$ cat config.mk
export PLATFORM = sky130hd
export DESIGN_NAME = instr_fetch_unit
export DESIGN_NICKNAME = d
export VERILOG_FILES = /design/src/rtl/instr_fetch_unit.sv
export SDC_FILE = /design/constraint.sdc
export NUM_CORES = 1
export LEC_CHECK = 0
export ABC_CLOCK_PERIOD_IN_PS = 2630
export BUFFER_PORTS_ARGS = -buffer_cell sky130_fd_sc_hd__clkbuf_2
export CAP_MARGIN = 20
export CORE_MARGIN = 2
export CORE_UTILIZATION = 40
export CTS_CLUSTER_DIAMETER = 50
export DETAILED_ROUTE_END_ITERATION = 10
export GPL_TIMING_DRIVEN = 0
export PLACE_DENSITY = 0.82
export SLEW_MARGIN = 0
export SYNTH_ARGS = -nofsm -noshare
export SYNTH_HDL_FRONTEND = slang
export SYNTH_SLANG_ARGS = --single-unit
$ cat constraint.sdc
create_clock -name clk -period 2.63 [get_ports clk]
set_input_delay 0.6575 -clock clk [delete_from_list [all_inputs] [get_ports clk]]
set_output_delay 0.6575 -clock clk [all_outputs]
set_load 0.01 [all_outputs]
$ cat src/rtl/instr_fetch_unit.sv
// ============================================================================
//  Module      : instr_fetch_unit
//  Description : Multicycle instruction fetch stage. Accepts a fetch request
//                at the current PC and runs a req/ready read handshake with
//                instruction memory. The returned word is captured into the
//                instruction register. Completion, misalignment and timeout
//                are reported back to the control FSM.
//  Revision    : 1.0  initial release
// ============================================================================
`default_nettype none

module instr_fetch_unit #(
  parameter int WORD_SIZE = 32,
  parameter int MAX_WAIT  = 15
) (
  input  logic                 clk,
  input  logic                 reset,
  // control FSM side
  input  logic                 fetch_start,
  input  logic [WORD_SIZE-1:0] current_pc,
  // instruction memory side
  output logic                 imem_req,
  output logic [WORD_SIZE-1:0] imem_addr,
  input  logic                 imem_ready,
  input  logic [WORD_SIZE-1:0] imem_rdata,
  // instruction register and status
  output logic [WORD_SIZE-1:0] ir_out,
  output logic                 ir_valid,
  output logic                 fetch_busy,
  output logic                 fetch_done,
  output logic                 fetch_err
);

  // The wait counter only has to reach MAX_WAIT-1; one spare bit keeps
  // the width non-zero for MAX_WAIT=1 and guarantees it never wraps.
  localparam int CW = $clog2(MAX_WAIT) + 1;

  // Terminal count: the last permitted cycle of waiting for imem_ready.
  localparam logic [CW-1:0] C_WAIT_LAST = CW'(MAX_WAIT - 1);

  // Low address bits that must be zero for a word-aligned fetch.
  localparam int C_ALIGN_BITS = 2;

  typedef enum logic [1:0] {
    ST_IDLE = 2'd0,
    ST_REQ  = 2'd1,
    ST_DONE = 2'd2
  } state_t;

  state_t               state_q;
  logic [CW-1:0]        wait_cnt_q;
  logic                 req_q;
  logic [WORD_SIZE-1:0] addr_q;
  logic [WORD_SIZE-1:0] ir_q;
  logic                 ir_valid_q;
  logic                 done_q;
  logic                 err_q;

  // Misalignment is judged on the PC presented with the start pulse.
  logic                 pc_misaligned_w;
  // The memory answered during an outstanding request.
  logic                 rsp_hit_w;
  // No answer and the waiting budget is used up.
  logic                 wait_expired_w;

  // Decode the conditions used by the sequencer below.
  always_comb begin
    pc_misaligned_w = |current_pc[C_ALIGN_BITS-1:0];
    rsp_hit_w       = req_q & imem_ready;
    wait_expired_w  = (wait_cnt_q == C_WAIT_LAST);
  end

  // Fetch sequencer: state and every registered output in one place so that
  // all outputs change together on the clock edge.
  always_ff @(posedge clk or posedge reset) begin
    if (reset) begin
      state_q    <= ST_IDLE;
      wait_cnt_q <= '0;
      req_q      <= 1'b0;
      addr_q     <= '0;
      ir_q       <= '0;
      ir_valid_q <= 1'b0;
      done_q     <= 1'b0;
      err_q      <= 1'b0;
    end else begin
      case (state_q)
        ST_IDLE: begin
          done_q <= 1'b0;
          if (fetch_start) begin
            // A new accepted request discards the previous outcome.
            err_q      <= 1'b0;
            ir_valid_q <= 1'b0;
            if (pc_misaligned_w) begin
              // Never touch memory for a misaligned PC; report straight away.
              err_q   <= 1'b1;
              done_q  <= 1'b1;
              state_q <= ST_DONE;
            end else begin
              addr_q     <= current_pc;
              req_q      <= 1'b1;
              wait_cnt_q <= '0;
              state_q    <= ST_REQ;
            end
          end
        end

        ST_REQ: begin
          // Address and request stay untouched until the handshake ends.
          if (rsp_hit_w) begin
            ir_q       <= imem_rdata;
            ir_valid_q <= 1'b1;
            req_q      <= 1'b0;
            done_q     <= 1'b1;
            state_q    <= ST_DONE;
          end else if (wait_expired_w) begin
            // Give up: the IR keeps whatever it held before this fetch.
            req_q   <= 1'b0;
            err_q   <= 1'b1;
            done_q  <= 1'b1;
            state_q <= ST_DONE;
          end else begin
            wait_cnt_q <= wait_cnt_q + CW'(1);
          end
        end

        ST_DONE: begin
          // Completion pulse lasts one cycle; starts seen here are dropped.
          done_q  <= 1'b0;
          state_q <= ST_IDLE;
        end

        default: begin
          // Unreachable encoding: recover to a quiet idle state.
          req_q   <= 1'b0;
          done_q  <= 1'b0;
          state_q <= ST_IDLE;
        end
      endcase
    end
  end

  // Drive the ports from the registered state.
  always_comb begin
    imem_req   = req_q;
    imem_addr  = addr_q;
    ir_out     = ir_q;
    ir_valid   = ir_valid_q;
    fetch_done = done_q;
    fetch_err  = err_q;
    fetch_busy = (state_q != ST_IDLE);
  end

endmodule

`default_nettype wire

# Word level (Yosys, flattened, before mapping)

Cells that the tools add are included.

Bits in registers: 75
Input bits: 68
Output and inout bits: 69
Word-level logic and storage cells: 59

Add/sub/neg operators: 1
Equality and inequality tests: 10
Muxes and demuxes: 26
Bitwise operators: 3
Reduce and logical (&&, ||, !) cells: 11

Operators by type and width:

| kind                | count |
|---|---|
| $mux 5              | 4 |
| $mux 1              | 12 |
| $ne 2x2->1 const B  | 6 |
| $pmux 5 s2          | 1 |
| $mux 2              | 4 |
| $reduce_and 4->1    | 2 |
| $pmux 1 s2          | 3 |
| $reduce_and 3->1    | 2 |
| $add 5x1->5 const B | 1 |
| $eq 5x4->1 const B  | 1 |
| $reduce_and 5->1    | 1 |
| $pmux 2 s2          | 1 |
| $reduce_and 2->1    | 2 |
| $reduce_bool 2->1   | 2 |
| $ne 3x3->1 const B  | 1 |
| $pmux 1 s3          | 1 |
| $eq 2x1->1 const B  | 1 |
| $eq 2x2->1 const B  | 1 |
| $logic_not 2->1     | 1 |
| $not 1->1           | 2 |
| $reduce_or 2->1     | 1 |
| $and 1x1->1         | 1 |

# Depth between registers and ports, before layout

Depth after elaboration: 4
Mapped depth: 5
Depth with buffers taken out: 5

# Worst setup path after synthesis

No wires, ideal clock.

Kind: in2reg
From: in current_pc[1]
To: reg addr_q[20], in the netlist imem_addr[20]
Setup time: 0.125 ns
Arrival: 1.625 ns
Data required time: 2.505 ns
Setup slack: 0.880 ns
Stages on the path: 5
Buffers on the path: 2
Path through: or2_4 > nand2b_1 > buf_6 > buf_6 > mux2_4

Cells in the longest elaborated chain, start to end: 3

Ends and longest elaborated chain:

| what                       | RTL line | text |
|---|---|---|
| start, declared            | 20       | `input logic [WORD_SIZE-1:0] current_pc,` |
| $reduce_or 2->1            | 68       | `pc_misaligned_w = \|current_pc[C_ALIGN_BITS-1:0];` |
| $not 1->1 (no line)        | n/a      |  |
| $reduce_and 3->1 (no line) | n/a      |  |
| end signal, assigned       | 99       | `addr_q <= current_pc;` |
| end, declared              | 53       | `logic [WORD_SIZE-1:0] addr_q;` |

Every way passes these cells.
A chain may end at the register's enable or synchronous reset.

# Worst setup path in the final report

From: reg state_q[0]
To: out fetch_busy

Cells in the longest elaborated chain, start to end: 1

Ends and longest elaborated chain:

| what                   | RTL line | text |
|---|---|---|
| start, declared        | 50       | `state_t state_q;` |
| start signal, assigned | 77       | `state_q <= ST_IDLE;` |
| start signal, assigned | 97       | `state_q <= ST_DONE;` |
| start signal, assigned | 102      | `state_q <= ST_REQ;` |
| $reduce_bool 2->1      | 150      | `fetch_busy = (state_q != ST_IDLE);` |
| end, declared          | 29       | `output logic fetch_busy,` |

Every way passes these cells.

==> key figures <==
GRT
  – Initial antenna violation count: 0
  – First-pass GRT wire length: 9.922 mm
  – Vias in the first global route: 2088
  – Global route overflow: 0
  – Pin count of the biggest net entering global routing: 76
  – GRT Util Overall: 15.14%

Critical path
  – Crit-path leading delay family: flip-flops
  – Crit-path cells: or2_2, clkbuf_2
  – Bufs and invs on worst path: 1
  – Worst path required time: 1.97 ns
  – Slowest Stage Delay on Critical Path: 0.46 ns
  – Data arrival, critical path: 1.25 ns
  – Slowest cell on crit path: dfrtp_1
  – Critical path class: flop to output port
  – CP startpoint kind: flop
  – Register-to-register setup slack: 0.85 ns
  – Critical Path Sink Type: output port
  – Crit path max fanout: 7

Route
  – 1st-pass router iterations: 4
  – ANT nets after route: 0
  – Vias: 2095
  – Drt wl/cell: 13.85 µm
  – DRC Markers: 0
  – Initial DRC Count: 54
  – Mean number of vias per cell: 4.687
  – Final WL: 6.189 mm

Timing
  – Slew Viols, Final: 0
  – Fin. Hold Viols: 0
  – Max Clock Skew: 0.008580 ns
  – Tcrit/Tclk final: 72.55%
  – RSZ-0062 raised after global routing: no
  – Minimum clock period: 1.908 ns
  – Rel. slew slack: 41.11%
  – Fmax achieved: 524.1 MHz
  – Tightest Pin Transition: 0.8833 ns
  – Setup violations, final: 0
  – Setup ws final: 0.7219 ns

Clocking
  – Clk root buf: clkbuf_8
  – Clock transition at path regs: 0.07 ns
  – Clk_lat worst skew: 0.34 ns
  – TritonCTS Buffers: 9
  – Post-CTS sizing: 0
  – H-Tree Level Count: 3
  – Clock tree from TritonCTS: yes
  – CTS Buffer Depth: 2
  – Hold-fix buffers at CTS: 0
  – Postcts setup bufs: 0
  – Clk sink count: 75

Die
  – Rows: 32
  – Die height: 92.18 µm
  – Core Area: 7647 µm²
  – Ports: 137
  – Die area: 8497 µm²
  – Die width: 92.18 µm
  – Starting density of the core: 40.67%

Placement
  – Place WS: 0.6924 ns
  – Placement-stage cell area: 3921 µm²
  – Port buffer count: 136
  – HPWL after DPL: 4.487 mm
  – DP Cell Count: 431
  – Global placement routability congestion: 0.7683

Power and ir drop
  – Leakage power: 2.203 nW
  – Pwr/cell area: 1128 nW/µm²
  – Peak VDD IR: 0.0004250 V

Yosys
  – #FFs+latches synth: 75
  – Post-synth top area cell: dfrtp_1
  – Synthesized area: 3110 µm²
  – Syn Area/Cell: 16.12 µm²
  – Post-synth top area share: 60.34%
  – Synth unique cells: 36
  – Synth top area cells: dfrtp_1 60%, mux2_2 13%, mux2_4 13%
  – Net Count, Synth: 263
  – Post-Syn Instances: 193
  – Synth Warn #: 0
  – Seq/Total Area, Yosys: 60.34%

Final layout
  – Commonest non-fill, non-tap cell in the layout: clkbuf_2
  – Area grow syn2layout: 32.58%
  – Final non-filler cell total: 447
  – Final instance area: 4124 µm²
  – Most frequent cells in the layout: 136 x clkbuf_2, 75 x dfrtp_1, 36 x mux2_2, 27 x mux2_4, 10 x clkbuf_8
  – Antenna diodes: 0
  – Share of cells above drive strength 1: 66.09%
  – Final nets: 410

Min path
  – Worst min path class: flop to flop

Run
  – Max-cap violations: 0

Status
  – Status: finished clean
-- cells in the mapped netlist --
| cell | n |
|---|---|
| a21boi_0 | 1 |
| a21oi_1 | 2 |
| a2bb2oi_1 | 1 |
| a311o_1 | 1 |
| a31oi_1 | 1 |
| and2_1 | 3 |
| and3_1 | 2 |
| and4b_1 | 1 |
| buf_2 | 1 |
| buf_4 | 1 |
| buf_6 | 7 |
| dfrtp_1 | 75 |
| ha_1 | 2 |
| inv_1 | 2 |
| mux2_2 | 36 |
| mux2_4 | 27 |
| mux2i_1 | 1 |
| nand2_1 | 5 |
| nand2_4 | 1 |
| nand2b_1 | 2 |
| nand3_1 | 2 |
| nand4b_1 | 2 |
| nor2_1 | 2 |
| nor2b_1 | 1 |
| nor3_1 | 3 |
| nor3b_1 | 1 |
| nor4_1 | 1 |
| nor4b_1 | 1 |
| o21a_1 | 1 |
| o2bb2ai_1 | 1 |
| o31a_1 | 1 |
| o31ai_1 | 1 |
| o32ai_4 | 1 |
| or2_2 | 1 |
| or2_4 | 1 |
| or3b_1 | 1 |
-- power breakdown --
part / leakage, nW / switching (mW) / internal (mW)
Clock: 0.0922 / 0.427 / 0.468
Combinational: 1.18 / 0.762 / 0.984
Sequential: 0.929 / 0.319 / 1.69
-- worst reg2reg max path: stages (launching register included) --
cell     delay (ns)
dfrtp_1        0.39
inv_1          0.09
ha_1           0.19
and4b_1        0.26
o32ai_4        0.41
mux2_4         0.33
-- registers in the layout (all words and copies together) (netlist names) --
register    cells
fetch_err       1
ir_out         32
imem_req        1
fetch_done      1
wait_cnt_q      5
ir_valid        1
imem_addr      32
state_q         2
-- per-layer routing --
layer / track usage [%] / up-vias / part of all wire, %
met3: 4.355 / 10 / 5.6
li1: - / 976 / -
met4: 6.965 / 0 / 1.6
met2: 24.63 / 76 / 51
met1: 18.67 / 1033 / 42
met5: 0 / - / 0
-- cells by family after synthesis --
group	synth area share, %
buffers and inverters	3.178
multiplexers	26.39
adder cells (fa/ha/maj)	0.8044
AND/OR/NAND/NOR	5.994
flip-flops	60.34
AO/OA/AOI/OAI	3.299
-- through the flow --
step / hold WS (ns) / TNS, ns / power, mW / utilization (%)
2_1_floorplan: 0.4975 / 0 / 3.066 / -
3_3_place_gp: 0.4613 / -53.94 / 3.737 / 51.24
3_5_place_dp: 0.4710 / 0 / 3.805 / 51.28
4_1_cts: 0.4940 / 0 / 4.725 / 53.93
5_1_grt: 0.5042 / 0 / 4.969 / 53.93
6_report: 0.4886 / 0 / 4.654 / 53.93
-- worst paths after layout --
path,start,end,depth (start not counted)
worst max-delay path,state_q[0],fetch_busy,2
max in group asynchronous,reset,imem_addr[17],2
worst min-delay path,ir_valid,ir_valid,2
worst max register to register,wait_cnt_q[0],wait_cnt_q[1],5
worst min register to register,ir_valid,ir_valid,2
min in group asynchronous,reset,ir_out[21],2
-- cell type report --
type	count	area, µm²
clock inverter	5	61.31
inverter	2	10.01
multi-input combinational	107	1135
tap	102	127.6
buffer	9	91.34
sequential	75	1877
clock buffer	11	141.4
fill	681	3523
timing repair buffer	136	680.7
Power figures use the tool's default switching activity.
